<file path="config.mk">
export PLATFORM = sky130hd
export DESIGN_NAME = if_fetch_stage
export DESIGN_NICKNAME = d
export VERILOG_FILES = /design/src/rtl/if_fetch_stage_pkg.sv /design/src/rtl/if_hold_buf.sv /design/src/rtl/if_fetch_stage.sv
export SDC_FILE = /design/constraint.sdc
export NUM_CORES = 1
export LEC_CHECK = 0
export ABC_CLOCK_PERIOD_IN_PS = 4800
export CORE_ASPECT_RATIO = 0.6
export CORE_MARGIN = 2
export CORE_UTILIZATION = 38
export CTS_BUF_LIST = sky130_fd_sc_hd__clkbuf_16
export DETAILED_ROUTE_END_ITERATION = 7
export PLACE_DENSITY = 0.69
export SLEW_MARGIN = 10
export SYNTH_ARGS = -nofsm -noshare
export SYNTH_HDL_FRONTEND = slang
export SYNTH_HIERARCHICAL = 1
export SYNTH_SLANG_ARGS = --single-unit
</file>
<file path="constraint.sdc">
create_clock -name clk -period 4.8 [get_ports clk]
set_clock_uncertainty 0.2 [all_clocks]
set_input_delay 1.2 -clock clk [delete_from_list [all_inputs] [get_ports clk]]
set_output_delay 1.2 -clock clk [all_outputs]
set_load 0.1 [all_outputs]
</file>
<file path="src/rtl/if_fetch_stage_pkg.sv">
// Shared types and constants for the instruction-fetch stage.
package if_fetch_stage_pkg;

  localparam int XLEN = 32;

  localparam logic [XLEN-1:0] RESET_PC_DEF  = 32'h0000_0000;
  localparam logic [XLEN-1:0] NOP_INSTR_DEF = 32'h0000_0013;

  // FETCH: may issue, WAIT: one request in flight,
  // DROP: in-flight response is stale, HOLD: word parked in the hold buffer
  typedef enum logic [1:0] {
    FETCH = 2'd0,
    WAIT  = 2'd1,
    DROP  = 2'd2,
    HOLD  = 2'd3
  } fetch_state_e;

  // Sequential successor address; wraps modulo 2^32.
  function automatic logic [XLEN-1:0] pc_plus4(input logic [XLEN-1:0] pc);
    return pc + 32'd4;
  endfunction

endpackage

</file>
<file path="src/rtl/if_hold_buf.sv">
// One-entry holding register for a fetched instruction and its PC,
// used while IF/ID is stalled. Clear wins over load.
module if_hold_buf
  import if_fetch_stage_pkg::*;
(
  input  logic            clk,
  input  logic            rst,
  input  logic            i_load,
  input  logic            i_clear,
  input  logic [XLEN-1:0] i_instr,
  input  logic [XLEN-1:0] i_pc,
  output logic            o_valid,
  output logic [XLEN-1:0] o_instr,
  output logic [XLEN-1:0] o_pc
);

  logic            r_valid;
  logic [XLEN-1:0] r_instr;
  logic [XLEN-1:0] r_pc;

  // Capture a word on load, invalidate on clear, otherwise keep contents.
  always_ff @(posedge clk) begin
    if (rst) begin
      r_valid <= 1'b0;
      r_instr <= '0;
      r_pc    <= '0;
    end else if (i_clear) begin
      r_valid <= 1'b0;
    end else if (i_load) begin
      r_valid <= 1'b1;
      r_instr <= i_instr;
      r_pc    <= i_pc;
    end else begin
      r_valid <= r_valid;
    end
  end

  assign o_valid = r_valid;
  assign o_instr = r_instr;
  assign o_pc    = r_pc;

endmodule

</file>
<file path="src/rtl/if_fetch_stage.sv">
// Instruction-fetch stage: PC register, single-outstanding imem handshake,
// stall hold buffer, stale-response dropping after redirect, IF/ID register.
// Optional macro IF_MISALIGN_CHK_EN: a misaligned redirect target raises a
// sticky misalign_err and parks fetching; without it, the target's low two
// bits are forced to zero and misalign_err is tied low.
module if_fetch_stage
  import if_fetch_stage_pkg::*;
#(
  parameter logic [XLEN-1:0] RESET_PC  = RESET_PC_DEF,
  parameter logic [XLEN-1:0] NOP_INSTR = NOP_INSTR_DEF
) (
  input  logic            clk,
  input  logic            rst,
  input  logic            PC_write,
  input  logic            IFID_write,
  input  logic            flush_IF,
  input  logic            redirect,
  input  logic [XLEN-1:0] redirect_pc,
  output logic            imem_req,
  output logic [XLEN-1:0] imem_addr,
  input  logic            imem_ready,
  input  logic            imem_rvalid,
  input  logic [XLEN-1:0] imem_rdata,
  output logic [XLEN-1:0] Instruc_IFID,
  output logic [XLEN-1:0] PC_IFID,
  output logic [XLEN-1:0] PC_plus4_IFID,
  output logic            valid_IFID,
  output logic            misalign_err
);

  fetch_state_e    r_state;
  fetch_state_e    w_state_nxt;
  logic [XLEN-1:0] r_pc;
  logic [XLEN-1:0] w_pc_seq;
  logic [XLEN-1:0] w_pc_nxt;
  logic [XLEN-1:0] r_req_pc;
  logic [XLEN-1:0] w_req_pc_nxt;

  logic            w_imem_req;
  logic            w_word_avail;
  logic [XLEN-1:0] w_word_instr;
  logic [XLEN-1:0] w_word_pc;

  logic            w_hold_load;
  logic            w_hold_clear;
  logic            w_hold_valid;
  logic [XLEN-1:0] w_hold_instr;
  logic [XLEN-1:0] w_hold_pc;

  logic            w_bad_target;
  logic            w_park;
  logic [XLEN-1:0] w_redirect_pc;

  logic [XLEN-1:0] r_ifid_instr;
  logic [XLEN-1:0] r_ifid_pc;
  logic [XLEN-1:0] r_ifid_pc4;
  logic            r_ifid_valid;

`ifdef IF_MISALIGN_CHK_EN
  logic r_misalign;

  assign w_bad_target  = redirect && (redirect_pc[1:0] != 2'b00);
  assign w_redirect_pc = redirect_pc;
  assign w_park        = r_misalign;

  // Sticky misaligned-target flag; once set, fetching stays parked until reset.
  always_ff @(posedge clk) begin
    if (rst) begin
      r_misalign <= 1'b0;
    end else if (w_bad_target) begin
      r_misalign <= 1'b1;
    end else begin
      r_misalign <= r_misalign;
    end
  end

  assign misalign_err = r_misalign;
`else
  assign w_bad_target  = 1'b0;
  assign w_redirect_pc = redirect_pc & ~32'd3;
  assign w_park        = 1'b0;
  assign misalign_err  = 1'b0;
`endif

  if_hold_buf u_hold_buf (
    .clk     (clk),
    .rst     (rst),
    .i_load  (w_hold_load),
    .i_clear (w_hold_clear),
    .i_instr (imem_rdata),
    .i_pc    (r_req_pc),
    .o_valid (w_hold_valid),
    .o_instr (w_hold_instr),
    .o_pc    (w_hold_pc)
  );

  // Next-state, request and word-delivery decode; defaults keep everything idle.
  always_comb begin
    w_state_nxt  = r_state;
    w_pc_seq     = r_pc;
    w_req_pc_nxt = r_req_pc;
    w_imem_req   = 1'b0;
    w_word_avail = 1'b0;
    w_word_instr = NOP_INSTR;
    w_word_pc    = r_req_pc;
    w_hold_load  = 1'b0;
    w_hold_clear = 1'b0;

    case (r_state)
      FETCH: begin
        // A redirect blocks the request so a wrong-path fetch is never issued.
        w_imem_req = PC_write && !redirect && !w_park && !rst;
        if (w_imem_req && imem_ready) begin
          w_req_pc_nxt = r_pc;
          w_pc_seq     = pc_plus4(r_pc);
          w_state_nxt  = WAIT;
        end else begin
          w_state_nxt = FETCH;
        end
      end

      WAIT: begin
        if (imem_rvalid) begin
          // Response closes the transaction, so even a coincident redirect
          // returns to FETCH rather than waiting for another response.
          if (redirect || flush_IF) begin
            w_state_nxt = FETCH;
          end else if (!IFID_write) begin
            w_hold_load = 1'b1;
            w_state_nxt = HOLD;
          end else begin
            w_word_avail = 1'b1;
            w_word_instr = imem_rdata;
            w_word_pc    = r_req_pc;
            w_state_nxt  = FETCH;
          end
        end else if (redirect) begin
          w_state_nxt = DROP;
        end else begin
          w_state_nxt = WAIT;
        end
      end

      HOLD: begin
        if (redirect || flush_IF) begin
          w_hold_clear = 1'b1;
          w_state_nxt  = FETCH;
        end else if (IFID_write) begin
          w_word_avail = w_hold_valid;
          w_word_instr = w_hold_instr;
          w_word_pc    = w_hold_pc;
          w_hold_clear = 1'b1;
          w_state_nxt  = FETCH;
        end else begin
          w_state_nxt = HOLD;
        end
      end

      DROP: begin
        if (imem_rvalid) begin
          w_state_nxt = FETCH;
        end else begin
          w_state_nxt = DROP;
        end
      end

      default: begin
        w_state_nxt = FETCH;
      end
    endcase
  end

  // A (well-formed) redirect overrides sequential PC advance.
  assign w_pc_nxt = (redirect && !w_bad_target) ? w_redirect_pc : w_pc_seq;

  // FSM state, fetch PC and in-flight request address.
  always_ff @(posedge clk) begin
    if (rst) begin
      r_state  <= FETCH;
      r_pc     <= RESET_PC;
      r_req_pc <= RESET_PC;
    end else begin
      r_state  <= w_state_nxt;
      r_pc     <= w_pc_nxt;
      r_req_pc <= w_req_pc_nxt;
    end
  end

  // IF/ID register: flush > stall hold > new word > bubble.
  always_ff @(posedge clk) begin
    if (rst) begin
      r_ifid_instr <= NOP_INSTR;
      r_ifid_pc    <= '0;
      r_ifid_pc4   <= '0;
      r_ifid_valid <= 1'b0;
    end else if (flush_IF) begin
      r_ifid_instr <= NOP_INSTR;
      r_ifid_pc    <= '0;
      r_ifid_pc4   <= '0;
      r_ifid_valid <= 1'b0;
    end else if (!IFID_write) begin
      r_ifid_valid <= r_ifid_valid;
    end else if (w_word_avail) begin
      r_ifid_instr <= w_word_instr;
      r_ifid_pc    <= w_word_pc;
      r_ifid_pc4   <= pc_plus4(w_word_pc);
      r_ifid_valid <= 1'b1;
    end else begin
      r_ifid_instr <= NOP_INSTR;
      r_ifid_pc    <= '0;
      r_ifid_pc4   <= '0;
      r_ifid_valid <= 1'b0;
    end
  end

  assign imem_req      = w_imem_req;
  assign imem_addr     = r_pc;
  assign Instruc_IFID  = r_ifid_instr;
  assign PC_IFID       = r_ifid_pc;
  assign PC_plus4_IFID = r_ifid_pc4;
  assign valid_IFID    = r_ifid_valid;

endmodule

</file>
==> reports/metrics.cfg <==
[status]
status=finished with violations
violations=design-rule violations

[clocking]
cts_buffer_depth=3
cts_made_buffers=23
post-cts-setup-buffers=0
clock-root-buffer=clkbuf_16
clkSinkCount=222
clkLatencyLatePin_ps=530
hold_buffers=0
cts_tree=done
h-tree-depth=1
cts-resized-gates=0
path_clk_slew_ps=70

[worst_setup_path]
critical_path_buf_inv_count=2
start_kind=input pin
max_stage_delay_ps=540
cp.arrival_ps=4160
crit_start=flush_IF
path_cells=clkdlybuf4s50_1 -> nand4b_4 -> nor2_4 -> mux2i_1 -> inv_1 -> ha_1 -> o21ai_0 -> o22ai_4 -> o211ai_4 -> or4_1 -> a32o_1
worstPathRequired_ps=5010
slowest_stage=clkdlybuf4s50_1
critPathTopFamily=simple AND/OR/NAND/NOR gates
cp-end-kind=flop
worstReg2RegStart=r_state[1]
crit_fanout=9
path_class=in2reg

[route]
route.met2.wl_um=14900
routed-via-count=10200
dr.pass1.iters=8
wl_met3_um=3090
postRouteAntennaNets=0
avgRoutedWirePerCell_um=19.5
first_iter_violations=1134
via_per_inst=5.81
met1_length_um=15800
routed_wl_um=34400
remaining_drc_errors=7
highest_layer=met4

[worst_hold_path]
min-delay-start=PC_plus4_IFID[11]
min_path_type=reg2reg

[sta]
fin_ws_ps=852
rsz0062_at_grt=no
slew_headroom=0.273
period_share=0.822
fin_tns_setup_ps=0
setup_viol=0
tightest_slew_ps=1090
slew_viol_final=0
min_period_ps=3950
maxClockFrequency_mhz=253
hold_viol=0

[pwr]
power_frac_seq=0.472
p_leak_uw=0.00431
p_sw_uw=1050
powerDensity_nw_per_um2=295
vdd_drop_max_uv=206
p_int_uw=2960
swShare=0.261
clock_power_share=0.440
power_frac_comb=0.088

[logic_synthesis]
synth_most_common_cell=dfxtp_1
synth_top_cell_area_share=0.412
syn_area_um2=10800
yosys-top-cells-count=222 x dfxtp_1, 140 x nand2_1, 130 x nor2_1, 91 x a21oi_1, 66 x nand2b_1
ys_top_cells_by_area=dfxtp_1 41%, nand4bb_1 6.7%, nand2_1 4.9%
ys_seq_area_frac=0.412
syn_area_per_cell_um2=8.75
async_reset_ff_frac=0
synthFlopType=dfxtp_1
ys_seq_elements=222
synth_edf_count=0
synth.largest_area_cell=dfxtp_1
ys_warn_count=6
ys_types=73
syn_inst=1234

[global_route]
grt_pass1_vias=9524
grt_pass1_wl_um=53900
antenna_found_initial=0
gr-usage-all-layers=0.222
gr-total-overflow=0
grt_start_max_net_pins=105

[placement]
placed_cell_area_um2=12900
io_buffers=197
pre_cts_ws_ps=371
place_congestion=0.908
hpwl_um=23600

[layout]
antenna_cells=0
nNetsFinal=1452
fin_area_um2=13600
syn2layout_area_growth_pct=26.0
drive_gt1_frac=0.102

[floorplan]
rows=47
dieArea_um2=29800
initial_utilization=0.389
core_region_area_um2=27800
io_pins=203
fp.dieW_um=222
fp.dieH_um=135

[job]
drv_cap=0

## worst reg2reg max path: cells and delay by family, from the launching register on
family	cells	cell delay (ps)
muxes	1	120
adders and majority gates	1	260
and+or+nand+nor	3	980
AOI/OAI and AO/OA	4	900
DFF	1	570
buffers and inverters	1	90
## through the flow
stage / std cells / hold slack [ps] / total power (uW) / util
after global routing: 1762 / 265 / 4120 / 0.490
after detailed placement: 1720 / 239 / 2280 / 0.464
after global placement: 1720 / 237 / 2280 / 0.464
after CTS: 1762 / 248 / 4040 / 0.490
after floorplan: 1238 / 241 / 2150 / -
final: 1762 / 249 / 4010 / 0.490
## path summary, 6_finish.rpt
check                           slack, ps  cells after the start                 to
worst max-delay path                  850                     11  PC_plus4_IFID[26]
worst min-delay path                  250                      2  PC_plus4_IFID[11]
worst max register to register       1570                     10  PC_plus4_IFID[26]
worst min register to register        250                      2  PC_plus4_IFID[11]
## metal layers
| layer | global-route usage | vias to the layer above |
|---|---|---|
| li1 | - | 4779 |
| met1 | 0.329 | 4991 |
| met2 | 0.329 | 417 |
| met3 | 0.0494 | 44 |
| met4 | 0.0465 | 0 |
| met5 | 0 | - |
## final cells by class
cell class / count / area [um2]
timing repair buffer: 221 / 2140
clock buffer: 23 / 576
clock inverter: 19 / 150
tap: 367 / 459
fill: 2653 / 14200
multi-input combinational: 901 / 5790
sequential: 222 / 4440
inverter: 9 / 38.8
## power groups by stage
| stage | Clock, uW | Combinational (uW) | Sequential, uW |
|---|---|---|---|
| floorplan | 0 | 129 | 2020 |
| global placement | 0 | 346 | 1930 |
| detailed placement | 0 | 349 | 1930 |
| CTS | 1790 | 350 | 1890 |
| global route | 1860 | 369 | 1890 |
| finish | 1770 | 352 | 1890 |
## flip-flops by register name, indices dropped and copies added, names as in the netlist
signal and count:
Instruc_IFID 32, PC_IFID 32, u_hold_buf/o_instr 32, u_hold_buf/o_pc 32, PC_plus4_IFID 30, imem_addr 30, r_req_pc 30, r_state 2
u_hold_buf/o_valid 1, valid_IFID 1
## layout by cell type (no fill, tap or decap), drive strengths merged, types with 3 or more instances in the layout
cell type,Yosys,layout
dfxtp,222,222
clkdlybuf4s50,0,194
nand2,141,141
nor2,132,132
o21ai,106,106
a21oi,91,91
nand2b,66,66
nand4bb,64,64
nand3,30,30
a222oi,30,30
mux2i,27,27
buf,51,27
nand4,27,27
clkbuf,55,23
a22oi,17,17
a31oi,17,17
nor3,17,17
and3,15,15
xnor2,13,13
inv,8,12
xor2,11,11
or3,11,11
clkinv,1,11
o211ai,10,10
nor4,7,7
a211oi,7,7
o22ai,7,7
a32o,5,5
conb,1,5
o31ai,4,4
mux2,4,4
and4,4,4
a2111oi,3,3
a41oi,3,3
clkinvlp,0,3
and2,3,3
nor2b,3,3
## cell families (layout without fill, tap and decap cells)
group,after synthesis,after routing,share of synthesized area
other,1,5,0.000347
and+or+nand+nor,526,526,0.277
adders and majority gates,2,2,0.00232
AOI/OAI and AO/OA,313,313,0.204
xor gates and xnor gates,24,24,0.0195
muxes,31,31,0.0304
buffers and inverters,115,272,0.0551
DFF,222,222,0.412
No activity file was read; power rests on OpenSTA's default activity.
